### config.mk
export PLATFORM = sky130hd
export DESIGN_NAME = synapse_psc
export DESIGN_NICKNAME = d
export VERILOG_FILES = /design/src/rtl/synapse_psc.sv
export SDC_FILE = /design/constraint.sdc
export NUM_CORES = 1
export LEC_CHECK = 0
export BUFFER_PORTS_ARGS = -buffer_cell sky130_fd_sc_hd__buf_2
export CORE_MARGIN = 5
export CORE_UTILIZATION = 25
export DETAILED_ROUTE_END_ITERATION = 6
export REMOVE_ABC_BUFFERS = 1
export SYNTH_ARGS = -nofsm -noshare
export SYNTH_HDL_FRONTEND = slang
export SYNTH_SLANG_ARGS = --single-unit
### constraint.sdc
create_clock -name clk -period 12.37 [get_ports clk]
set_clock_uncertainty 0.1 [all_clocks]
set_input_delay 1.237 -clock clk [delete_from_list [all_inputs] [get_ports clk]]
set_output_delay 1.237 -clock clk [all_outputs]
set_load 0.01 [all_outputs]
### src/rtl/synapse_psc.sv
// rtl/synapse_psc.sv - weighted synapse producing an exponentially decaying post-synaptic current (optional axonal delay: SYN_DELAY_EN)
module synapse_psc #(
    parameter int WIDTH        = 8,
    parameter int DECAY_SHIFT  = 3,
    parameter int DECAY_PERIOD = 4,
    parameter int DELAY        = 3
) (
    input  logic             clk,
    input  logic             rst_n,
    input  logic             pre_spike,
    input  logic [WIDTH-1:0] weight,
    output logic [WIDTH-1:0] current,
    output logic             active,
    output logic [7:0]       spike_cnt
);

    typedef enum logic {
        IDLE,
        ACTIVE
    } state_t;

    state_t           state;
    state_t           state_next;
    logic [7:0]       dcnt;
    logic [7:0]       dcnt_next;
    logic             spike_int;
    logic             tick;
    logic [WIDTH-1:0] decay_step;
    logic [WIDTH-1:0] decayed;
    logic [WIDTH-1:0] base;
    logic [WIDTH:0]   sum;
    logic [WIDTH-1:0] current_next;
    logic [7:0]       cnt_next;

`ifdef SYN_DELAY_EN
    logic [DELAY-1:0] dly;

    // Axonal delay: spikes shift through DELAY stages; each in-flight spike keeps its own slot
    always_ff @(posedge clk or negedge rst_n) begin
        if (!rst_n) begin
            dly <= '0;
        end else begin
            dly <= (dly << 1) | DELAY'(pre_spike);
        end
    end

    assign spike_int = dly[DELAY-1];
`else
    // Without the delay line the spike is integrated directly; DELAY has no effect here
    if (DELAY < 1) begin : g_delay_unused
    end

    assign spike_int = pre_spike;
`endif

    // Decay and add datapath: decay (if ticking) first, then add the weight with saturation
    always_comb begin
        tick         = (state == ACTIVE) && (dcnt == 8'(DECAY_PERIOD - 1));
        decay_step   = current >> DECAY_SHIFT;
        decayed      = current - decay_step;
        // Small currents would never shrink by the shifted step; force a unit step so they reach 0
        if ((decay_step == '0) && (current != '0)) begin
            decayed = current - WIDTH'(1);
        end
        base         = tick ? decayed : current;
        sum          = {1'b0, base} + {1'b0, weight};
        current_next = base;
        cnt_next     = spike_cnt;
        if (spike_int) begin
            current_next = sum[WIDTH] ? '1 : sum[WIDTH-1:0];
            if (spike_cnt != 8'hFF) begin
                cnt_next = spike_cnt + 8'd1;
            end
        end
    end

    // Next-state logic: ACTIVE while the current is nonzero; decay counter runs only in ACTIVE
    always_comb begin
        state_next = state;
        dcnt_next  = dcnt;
        case (state)
            IDLE: begin
                dcnt_next = 8'd0;
                if (current_next != '0) begin
                    state_next = ACTIVE;
                end
            end
            ACTIVE: begin
                if (current_next == '0) begin
                    state_next = IDLE;
                    dcnt_next  = 8'd0;
                end else if (tick) begin
                    dcnt_next = 8'd0;
                end else begin
                    dcnt_next = dcnt + 8'd1;
                end
            end
            default: begin
                state_next = IDLE;
                dcnt_next  = 8'd0;
            end
        endcase
    end

    // State, counter and output registers; active is derived from current_next so it tracks current
    always_ff @(posedge clk or negedge rst_n) begin
        if (!rst_n) begin
            state     <= IDLE;
            dcnt      <= 8'd0;
            current   <= '0;
            active    <= 1'b0;
            spike_cnt <= 8'd0;
        end else begin
            state     <= state_next;
            dcnt      <= dcnt_next;
            current   <= current_next;
            active    <= (current_next != '0);
            spike_cnt <= cnt_next;
        end
    end

endmodule

==> impl_metrics.tcl <==
set metrics [dict create \
    outcome "completed" \
    post_cts_buffers 0 \
    drive_gt1_share_pct 17.9 \
    yosys_most_used_dff "dfrtp_1" \
    portBuffers 27 \
    finalNonFillerCells 328 \
    use_met2_pct 14.9 \
    dp_hpwl_um 3500 \
    n_antenna_cell 0 \
    syn_to_final_growth_pct 16.9 \
    crit_path_start_kind "flip-flop" \
    cp.arrival_ns 4.93 \
    max_slew_margin_pct 59.9 \
    tns_ns 0 \
    via_per_inst 4.80 \
    busiest_layer "met2" \
    fin_total_pwr_uw 588 \
    drv_cap 0 \
    cts_num_sinks 26 \
    grt_max_degree 27 \
    synth_cells 201 \
    drc_errors 0 \
    num_vias 1576 \
    min_period_ns 4.89 \
    intPower_uw 314 \
    grt_use_met3_pct 2.37 \
    grt_remaining_overflow 0 \
    synth_edf_count 0 \
    routed_wl_um 4360 \
    syn-cell-area_mm2 0.00188 \
    grtUsageTotal_pct 9.50 \
    first_pass_iters 4 \
    path_clk_slew_ns 0.09 \
    finalHoldViolCount 0 \
    core_mm2 0.00729 \
    dp.cells 324 \
    power_frac_comb_pct 60.8 \
    die_h_um 96.7 \
    setup_viol 0 \
    nets 258 \
    die_area_mm2 0.00935 \
    yosysWarnings 0 \
    clk-insertion-delay-late_ns 0.28 \
    powerDensity_mw_per_mm2 268 \
    ctsResizeCount 0 \
    grt_pass1_vias 1499 \
    die-width_um 96.7 \
    path_class "reg -> reg" \
    power_frac_seq_pct 26.9 \
    ctsRootBufferMaster "clkbuf_8" \
    fmax_mhz 205 \
    cts_tree "done" \
    htree_levels 1 \
    endpoint_kind "flip-flop" \
    finalMaxSlewViolations 0 \
    critPathRequiredTime_ns 12.41 \
    place_congestion 0.904 \
    drt.antenna.violating_nets 0 \
    drt_iter0_markers 107 \
    synthArstFlopShare_pct 100 \
    crit_path_max_fanout 10 \
    p_sw_uw 274 \
    ir_drop_uv 121 \
    start_util_pct 25.8 \
    synth.avg_cell_area_um2 9.34 \
    p_sw_share_pct 46.6 \
    finalCritPeriodShare_pct 39.5 \
    rows 31 \
    cts_buffer_depth 2 \
    hold_path_class "reg -> reg" \
    grt_pass1_wl_um 7450 \
    antenna_found_initial 0 \
    grt_setup_unrepaired "false" \
    worstMarginPinSlew_ns 0.601 \
    ys_ff_latch 26 \
    synth_seq_area_share_pct 34.6 \
    gr-usage-met1_pct 13.3 \
    cts-hold-fix-buffers 0 \
    ys_types 46 \
    clkPwrFrac_pct 12.4 \
    post-route-util_pct 30.1 \
    num_io_pins 28 \
    wire_per_inst_um 13.3 \
    p_leak_nw 0.954 \
    cts_buffers 3 \
]
-- logic make-up (layout without fill, tap and decap cells) --
kind of cell / Yosys count / in the layout / synth area share, %
flip-flops: 26 / 26 / 34.6
XOR/XNOR: 20 / 20 / 9.33
multiplexers: 2 / 2 / 1.20
adder cells (fa/ha/maj): 17 / 17 / 12.1
AO/OA/AOI/OAI: 48 / 48 / 18.1
AND/OR/NAND/NOR: 69 / 69 / 20.7
buffers and inverters: 19 / 47 / 3.86
-- through the flow --
| step | hold WS (ns) | cell area [um2] | worst slack [ns] |
|---|---|---|---|
| after floorplan | 0.355 | 1870 | 8.00 |
| after global placement | 0.382 | 2120 | 7.60 |
| after detailed placement | 0.388 | 2120 | 7.48 |
| after CTS | 0.402 | 2200 | 7.43 |
| after global routing | 0.425 | 2200 | 6.94 |
| final | 0.400 | 2200 | 7.48 |
-- cell type report --
type / count / area (um2)
clock buffers: 3 / 41.3
clock inverters: 1 / 30.0
inverters: 16 / 60.1
repair buffers: 27 / 135
flip-flops and latches: 26 / 651
multi-input cells: 156 / 1150
well taps: 99 / 124
fillers: 816 / 5100
-- sequential cells by signal, summed over array words and instances, names as in the netlist --
signal,flops
active,1
current,8
dcnt,8
spike_cnt,8
state,1
-- metal layers --
metal	routed length [um]	up-vias
met2	2010	35
met4	31	0
met5	0	-
met1	2110	746
li1	-	791
met3	214	4
-- power by group through the flow --
stage	clock network (mW)	registers [mW]	logic (mW)
floorplan	0	0.162	0.263
global placement	0	0.159	0.359
detailed placement	0	0.160	0.357
CTS	0.0756	0.159	0.360
global route	0.0786	0.166	0.404
finish	0.0727	0.158	0.358
-- path summary, 6_finish.rpt --
check | from | to | slack (ns) | cells after the start
max | current[5] | dcnt[6] | 7.48 | 17
min | dcnt[0] | dcnt[0] | 0.40 | 1
max reg2reg | current[5] | dcnt[6] | 7.48 | 17
min reg2reg | dcnt[0] | dcnt[0] | 0.40 | 1
max in group asynchronous | rst_n | current[5] | 10.92 | 1
min in group asynchronous | rst_n | active | 0.85 | 1
-- cell usage in the layout (no fill, tap or decap), types with 4 or more instances in the layout --
cell	instances
a21o_1	6
o21ai_0	4
inv_1	16
nand2_1	17
nor3_1	5
nand3_1	11
ha_1	15
xor2_1	10
a211oi_1	4
nor2_1	16
dfrtp_1	26
a21oi_1	13
xnor2_1	10
buf_2	27
-- cell usage after synthesis (3+ instances only) --
| cell | count | share of area [%] |
|---|---|---|
| dfrtp_1 | 26 | 35 |
| nand2_1 | 17 | 3.4 |
| inv_1 | 16 | 3.2 |
| nor2_1 | 16 | 3.2 |
| ha_1 | 15 | 10 |
| a21oi_1 | 13 | 3.5 |
| nand3_1 | 11 | 2.9 |
| xnor2_1 | 10 | 4.7 |
| xor2_1 | 10 | 4.7 |
| a21o_1 | 6 | 2.4 |
| nor3_1 | 5 | 1.3 |
| a211oi_1 | 4 | 1.6 |
| o21ai_0 | 4 | 1.1 |
| a31oi_1 | 3 | 1.0 |
| nand4_1 | 3 | 1.0 |
| o21a_1 | 3 | 1.2 |
-- worst max-delay path, stage by stage (launching register included) --
cell,delay [ns]
dfrtp_1,0.41
inv_1,0.13
nand2_1,0.10
o41ai_1,0.34
ha_1,0.22
inv_1,0.05
fa_1,0.42
a211oi_1,0.30
o2111ai_1,0.20
xnor2_1,0.29
ha_1,0.35
o21ai_0,0.17
nor2_1,0.06
or3_1,0.52
o32ai_1,0.31
o2111ai_1,0.19
nor4_4,0.46
nor3_1,0.12
(Power assumes the default switching activity.)
